$ cat config.mk
export PLATFORM = sky130hd
export DESIGN_NAME = branch_resolve_unit
export DESIGN_NICKNAME = d
export VERILOG_FILES = /design/src/rtl/branch_resolve_unit.sv
export SDC_FILE = /design/constraint.sdc
export NUM_CORES = 2
export LEC_CHECK = 0
export BUFFER_PORTS_ARGS = -buffer_cell sky130_fd_sc_hd__buf_2
export CAP_MARGIN = 20
export CELL_PAD_IN_SITES_DETAIL_PLACEMENT = 2
export CELL_PAD_IN_SITES_GLOBAL_PLACEMENT = 2
export CORE_UTILIZATION = 41
export CTS_CLUSTER_DIAMETER = 40
export DETAILED_ROUTE_END_ITERATION = 7
export GPL_ROUTABILITY_DRIVEN = 0
export PLACE_DENSITY = 0.85
export RECOVER_POWER = 25
export SLEW_MARGIN = 25
export SYNTH_ARGS = -nofsm -noshare
export SYNTH_HDL_FRONTEND = slang
export SYNTH_SLANG_ARGS = --single-unit
$ cat constraint.sdc
create_clock -name clk -period 31.3 [get_ports clk]
set_input_delay 0 -clock clk [delete_from_list [all_inputs] [get_ports clk]]
set_output_delay 0 -clock clk [all_outputs]
set_load 0.03 [all_outputs]
$ cat src/rtl/branch_resolve_unit.sv
// Branch resolution and prediction unit.
//  - IF side: BHT of 2-bit saturating counters plus a direct-mapped jalr BTB, looked up
//    combinationally from the current array state.
//  - EX side: resolves conditional branches and jalr against the prediction carried down
//    the pipe, raises a registered one-cycle PL_flush with the redirect PC, and trains
//    the predictor tables.
// Optional feature: define BRU_PERF_CNT_EN to add perf_branches / perf_mispred counters.

module branch_resolve_unit #(
  parameter int unsigned XLEN      = 32,
  parameter int unsigned BHT_DEPTH = 64,
  parameter int unsigned BTB_DEPTH = 16,
  parameter logic [1:0]  CTR_INIT  = 2'b01
) (
  input  logic            clk,
  input  logic            rst,
  // IF-side lookup
  input  logic [XLEN-1:0] if_pc,
  output logic            if_pred_taken,
  output logic [XLEN-1:0] if_pred_target,
  // EX-side resolution
  input  logic            ex_valid,
  input  logic [XLEN-1:0] ex_pc,
  input  logic            B_type,
  input  logic [2:0]      br_op,
  input  logic            jalr,
  input  logic            zero,
  input  logic            slt_result,
  input  logic [XLEN-1:0] br_target,
  input  logic [XLEN-1:0] jalr_pc_new,
  input  logic            ex_pred_taken,
  input  logic [XLEN-1:0] ex_pred_target,
  output logic            PL_flush,
  output logic [XLEN-1:0] redirect_pc
`ifdef BRU_PERF_CNT_EN
  ,
  output logic [31:0]     perf_branches,
  output logic [31:0]     perf_mispred
`endif
);

  localparam int unsigned BhtIdxW = $clog2(BHT_DEPTH);
  localparam int unsigned BtbIdxW = $clog2(BTB_DEPTH);
  localparam int unsigned TagW    = XLEN - BtbIdxW - 2;

  // funct3 encodings of the conditional branches
  localparam logic [2:0] OpBeq  = 3'b000;
  localparam logic [2:0] OpBne  = 3'b001;
  localparam logic [2:0] OpBlt  = 3'b100;
  localparam logic [2:0] OpBge  = 3'b101;
  localparam logic [2:0] OpBltu = 3'b110;
  localparam logic [2:0] OpBgeu = 3'b111;

  // ---------------------------------------------------------------------------
  // State
  // ---------------------------------------------------------------------------
  logic [1:0]      bht_q        [BHT_DEPTH];
  logic            btb_valid_q  [BTB_DEPTH];
  logic [TagW-1:0] btb_tag_q    [BTB_DEPTH];
  logic [XLEN-1:0] btb_target_q [BTB_DEPTH];

  logic            flush_q;
  logic            flush_d;
  logic [XLEN-1:0] redirect_q;
  logic [XLEN-1:0] redirect_d;

  // ---------------------------------------------------------------------------
  // IF-side lookup
  // ---------------------------------------------------------------------------
  logic [BhtIdxW-1:0] if_bht_idx;
  logic [BtbIdxW-1:0] if_btb_idx;
  logic [TagW-1:0]    if_btb_tag;
  logic               if_btb_hit;

  assign if_bht_idx = if_pc[BhtIdxW+1:2];
  assign if_btb_idx = if_pc[BtbIdxW+1:2];
  assign if_btb_tag = if_pc[XLEN-1:BtbIdxW+2];

  // Lookup reads the registered arrays only; a same-cycle update is not forwarded.
  always_comb begin
    if_btb_hit     = btb_valid_q[if_btb_idx] && (btb_tag_q[if_btb_idx] == if_btb_tag);
    if_pred_taken  = bht_q[if_bht_idx][1];
    if_pred_target = if_btb_hit ? btb_target_q[if_btb_idx] : (if_pc + XLEN'(4));
  end

  // ---------------------------------------------------------------------------
  // EX-side resolution
  // ---------------------------------------------------------------------------
  logic               res;
  logic               is_branch;
  logic               taken;
  logic               mispredict_b;
  logic               mispredict_j;
  logic [XLEN-1:0]    jalr_target;
  logic [XLEN-1:0]    ex_pc_plus4;
  logic [BhtIdxW-1:0] ex_bht_idx;
  logic [BtbIdxW-1:0] ex_btb_idx;
  logic [TagW-1:0]    ex_btb_tag;

  // The instruction sitting in EX during a flush cycle is wrong-path and is ignored.
  assign res         = ex_valid & ~flush_q;
  // jalr takes precedence over a simultaneously asserted B_type.
  assign is_branch   = B_type & ~jalr;
  assign jalr_target = {jalr_pc_new[XLEN-1:1], 1'b0};
  assign ex_pc_plus4 = ex_pc + XLEN'(4);
  assign ex_bht_idx  = ex_pc[BhtIdxW+1:2];
  assign ex_btb_idx  = ex_pc[BtbIdxW+1:2];
  assign ex_btb_tag  = ex_pc[XLEN-1:BtbIdxW+2];

  // Branch condition decode from funct3 and the ALU flags.
  always_comb begin
    taken = 1'b0;
    case (br_op)
      OpBeq:          taken = zero;
      OpBne:          taken = ~zero;
      OpBlt, OpBltu:  taken = slt_result;
      OpBge, OpBgeu:  taken = ~slt_result;
      default:        taken = 1'b0;
    endcase
  end

  // Mispredict detection and next flush / redirect values.
  always_comb begin
    mispredict_b = res & is_branch & (taken ^ ex_pred_taken);
    mispredict_j = res & jalr & (jalr_target != ex_pred_target);
    flush_d      = mispredict_b | mispredict_j;
    redirect_d   = redirect_q;
    if (flush_d) begin
      if (jalr) begin
        redirect_d = jalr_target;
      end else if (taken) begin
        redirect_d = br_target;
      end else begin
        redirect_d = ex_pc_plus4;
      end
    end
  end

  // Registered flush pulse and redirect PC; redirect holds between flushes.
  always_ff @(posedge clk or posedge rst) begin
    if (rst) begin
      flush_q    <= 1'b0;
      redirect_q <= '0;
    end else begin
      flush_q    <= flush_d;
      redirect_q <= redirect_d;
    end
  end

  assign PL_flush    = flush_q;
  assign redirect_pc = redirect_q;

  // ---------------------------------------------------------------------------
  // Predictor training
  // ---------------------------------------------------------------------------
  // BHT: saturating up on taken, saturating down on not-taken.
  always_ff @(posedge clk or posedge rst) begin
    if (rst) begin
      for (int i = 0; i < int'(BHT_DEPTH); i++) begin
        bht_q[i] <= CTR_INIT;
      end
    end else if (res && is_branch) begin
      if (taken) begin
        if (bht_q[ex_bht_idx] != 2'b11) begin
          bht_q[ex_bht_idx] <= bht_q[ex_bht_idx] + 2'b01;
        end
      end else begin
        if (bht_q[ex_bht_idx] != 2'b00) begin
          bht_q[ex_bht_idx] <= bht_q[ex_bht_idx] - 2'b01;
        end
      end
    end
  end

  // BTB: every resolved jalr writes its entry, replacing whatever was there.
  always_ff @(posedge clk or posedge rst) begin
    if (rst) begin
      for (int i = 0; i < int'(BTB_DEPTH); i++) begin
        btb_valid_q[i]  <= 1'b0;
        btb_tag_q[i]    <= '0;
        btb_target_q[i] <= '0;
      end
    end else if (res && jalr) begin
      btb_valid_q[ex_btb_idx]  <= 1'b1;
      btb_tag_q[ex_btb_idx]    <= ex_btb_tag;
      btb_target_q[ex_btb_idx] <= jalr_target;
    end
  end

  // ---------------------------------------------------------------------------
  // Optional performance counters
  // ---------------------------------------------------------------------------
`ifdef BRU_PERF_CNT_EN
  logic [31:0] perf_branches_q;
  logic [31:0] perf_mispred_q;

  // Count resolved control-flow instructions and mispredicts; both wrap at 2^32.
  always_ff @(posedge clk or posedge rst) begin
    if (rst) begin
      perf_branches_q <= '0;
      perf_mispred_q  <= '0;
    end else begin
      if (res && (B_type || jalr)) begin
        perf_branches_q <= perf_branches_q + 32'd1;
      end
      if (flush_d) begin
        perf_mispred_q <= perf_mispred_q + 32'd1;
      end
    end
  end

  assign perf_branches = perf_branches_q;
  assign perf_mispred  = perf_mispred_q;
`else
  // Counters not built.
`endif

  // Byte-offset bits of if_pc and bit 0 of the jalr target carry no information here.
  logic unused_bits;
  assign unused_bits = ^{if_pc[1:0], jalr_pc_new[0]};

endmodule

==> impl_metrics.env <==
export IMPL_cts_buffers=152
export IMPL_clk_path_buf_depth=3
export IMPL_vias_per_cell=6.83
export IMPL_fin_nets=4007
export IMPL_finalWirelength_um=250000
export IMPL_root_buffer="clkbuf_16"
export IMPL_grt_pass1_wl_um=356000
export IMPL_die_x_um=359
export IMPL_num_vias=38400
export IMPL_drv_cap=12
export IMPL_vdd_drop_max_uv=61.9
export IMPL_fin_setup_tns_ns=0
export IMPL_hpwl_um=119000
export IMPL_n_fill_cell=11400
export IMPL_slew_violations=604
export IMPL_skew_ns=0.0303
export IMPL_fmax_ghz=0.115
export IMPL_internal_power_mw=3.08
export IMPL_synth_ff_type="dfrtp_1"
export IMPL_pin_count=237
export IMPL_finish_utilization=0.484
export IMPL_synth_edf_count=0
export IMPL_cts_tree="built"
export IMPL_grt_pass1_vias=44000
export IMPL_multi_input_area_um2=23500
export IMPL_fin_area_um2=61100
export IMPL_clkTransAtPathRegs_ns=0.06
export IMPL_slew_headroom=-2.81
export IMPL_cpPeakStageDelay_ns=3.12
export IMPL_ys_seq_area_frac=0.522
export IMPL_synth_distinct_cells=72
export IMPL_violations="capacitance limit, slew limit"
export IMPL_leakage_nw=27.4
export IMPL_status="complete, but fails checks"
export IMPL_drt_iter0_markers=4367
export IMPL_syn_avg_cell_area_um2=14.4
export IMPL_cp_cell_sequence="dlygate4sd3_1 > clkbuf_1 > dlygate4sd3_1 > clkinvlp_2 > clkbuf_1 > buf_4 > buf_4"
export IMPL_hold_viol=0
export IMPL_io_buffers=235
export IMPL_dr_pass1_iters=8
export IMPL_hold_path_class="input port to flip-flop"
export IMPL_worstPathRequired_ns=32.11
export IMPL_cp_arrival_ns=9.49
export IMPL_core_area_um2=126000
export IMPL_syn2layout_area_growth_pct=16.7
export IMPL_placement_cell_area_um2=54700
export IMPL_power_density_nw_per_um2=74.6
export IMPL_endpoint_kind="asynchronous set/reset pin"
export IMPL_yosys_warnings=0
export IMPL_worst_setup_path_type="input port to asynchronous set/reset pin"
export IMPL_worst_pin_slew_ns=5.69
export IMPL_start_util=0.415
export IMPL_htreeDepth=4
export IMPL_whs_ns=0.100
export IMPL_p_seq_frac=0.411
export IMPL_grt_usage=0.389
export IMPL_period_share=0.277
export IMPL_setup_violations=0
export IMPL_synth_cells=3622
export IMPL_combPwrFrac=0.174
export IMPL_grt_setup_unrepaired="false"
export IMPL_rows=130
export IMPL_synth_async_sr_flop_share=1.00
export IMPL_netSwitchingFraction=0.325
export IMPL_die_area_um2=129000
export IMPL_clock_latency_ns=0.84
export IMPL_p_sw_mw=1.48
export IMPL_p_clk_frac=0.416
export IMPL_slowest_stage="clkinvlp_2"
export IMPL_wl_per_cell_um=44.6
export IMPL_synth_net_count=3800
export IMPL_cts_sinks=1089
export IMPL_drc=0
export IMPL_r2r_cells=6
export IMPL_grt_overflow_total=0
export IMPL_finalCriticalPeriod_ns=8.68
export IMPL_syn_area_um2=52300
export IMPL_path_max_fanout=117
export IMPL_worst_setup_path_start_kind="input port"
export IMPL_seq_area_um2=27300
export IMPL_grt_max_degree=118
export IMPL_antenna_found_initial=22
export IMPL_drive_gt1_frac=0.485
export IMPL_ant_nets=0
export IMPL_ys_ff_latch=1089
export IMPL_dieHeight_um=359
export IMPL_whs_path_depth=5
-- final cells by class --
cell class	instances	share of cell area
Antenna cell	11	0.000451
Inverter	13	0.000861
Sequential cell	1089	0.448
Multi-Input combinational cell	2166	0.386
Clock inverter	94	0.0183
Timing Repair Buffer	407	0.0455
Clock buffer	189	0.0678
Tap cell	1650	0.0338
-- worst max-delay path, delay by kind of cell --
| kind | cells | cell delay (ns) |
|---|---|---|
| buf+inv | 7 | 9.19 |
-- power groups by stage --
stage | clock network (mW) | registers (mW) | logic (mW)
2_1_floorplan | 0 | 1.78 | 0.473
3_3_place_gp | 0 | 1.78 | 0.631
3_5_place_dp | 0 | 1.82 | 0.682
6_report | 1.89 | 1.87 | 0.793
4_1_cts | 1.86 | 1.84 | 0.747
5_1_grt | 1.93 | 1.88 | 0.810
-- metrics by stage --
stage / worst slack, ns / cells / power [mW]
2_1_floorplan: 0.747 / 3622 / 2.26
6_report: 22.62 / 5619 / 4.56
5_1_grt: 21.67 / 5612 / 4.62
4_1_cts: 25.13 / 5605 / 4.44
3_5_place_dp: 25.44 / 5211 / 2.50
3_3_place_gp: 25.60 / 5211 / 2.41
-- Yosys cell counts, types with 36 or more instances --
cell type  instances  area, um^2
dfrtp_1         1025       25600
xor2_1            63         552
mux4_2           265        5970
o21ai_0           45         225
xnor2_1           40         350
nor2_1            73         274
dfstp_2           64        1680
mux2i_1           61         611
buf_1            118         443
a21oi_1           49         245
nand3_1           36         180
mux2_2          1049       11800
clkbuf_1         183         687
nand2_1          154         578
a22oi_1           36         270
-- layout by cell type, fill, tap and decap left out, types with 16 or more instances in the layout --
cell | synthesis | final
nand2b_1 | 16 | 16
mux4_2 | 265 | 265
clkbuf_16 | 0 | 155
mux2i_1 | 61 | 61
a21oi_1 | 49 | 48
mux2_4 | 28 | 28
clkbuf_1 | 183 | 62
o22ai_1 | 32 | 32
xor2_1 | 63 | 63
nand3_1 | 36 | 36
a22oi_1 | 36 | 36
xnor2_1 | 40 | 39
nor2_1 | 73 | 73
dlygate4sd3_1 | 0 | 111
buf_4 | 11 | 45
buf_2 | 24 | 198
o21ai_0 | 45 | 45
nor4_1 | 18 | 16
inv_6 | 0 | 25
mux2_2 | 1049 | 1013
nand4_1 | 21 | 21
nand2_1 | 154 | 149
dfstp_2 | 64 | 64
mux2_1 | 0 | 36
dfrtp_1 | 1025 | 1025
-- worst paths after layout --
check / startpoint / end / slack [ns]
min reg2reg: btb_valid_q[7] / btb_valid_q[7] / 0.47
max: rst / btb_target_q[124] / 22.62
max in group clk: PL_flush / btb_tag_q[369] / 24.88
min in group asynchronous: rst / btb_tag_q[100] / 2.07
min: br_target[24] / redirect_pc[24] / 0.10
max reg2reg: PL_flush / btb_tag_q[369] / 24.88
-- routing by layer --
metal | track usage | vias to the layer above | wire [um] | part of all wire
met4 | 0.306 | 14 | 21000 | 0.084
met5 | 0 | - | 93 | 0.00037
met1 | 0.438 | 20600 | 88000 | 0.35
met2 | 0.612 | 2774 | 118000 | 0.47
li1 | - | 13800 | - | -
met3 | 0.126 | 1170 | 23300 | 0.093
-- registers in the layout (all words and copies together), names as in the netlist, named ones only --
register / cells
PL_flush: 1
redirect_pc: 32
btb_tag_q: 416
btb_target_q: 496
btb_valid_q: 16
bht_q: 64
-- logic make-up (layout without fill, tap and decap cells) --
group                      Yosys count  in the layout  synth area share
xor gates and xnor gates           103            103            0.0172
buffers and inverters              367            703            0.0297
AOI/OAI and AO/OA                  250            250            0.0324
other                                0             11                 0
adders and majority gates            7              7           0.00167
DFF                               1089           1089             0.522
and+or+nand+nor                    403            403            0.0371
muxes                             1403           1403             0.360
-- repair_timing --
| item | CTS | global route |
|---|---|---|
| gates resized for setup | 0 | 0 |
| buffers inserted | 0 | 0 |
| hold buffers | 111 | 0 |
| endpoints found under the hold margin | 1056 | 0 |
No activity file was read; power rests on OpenSTA's default activity.
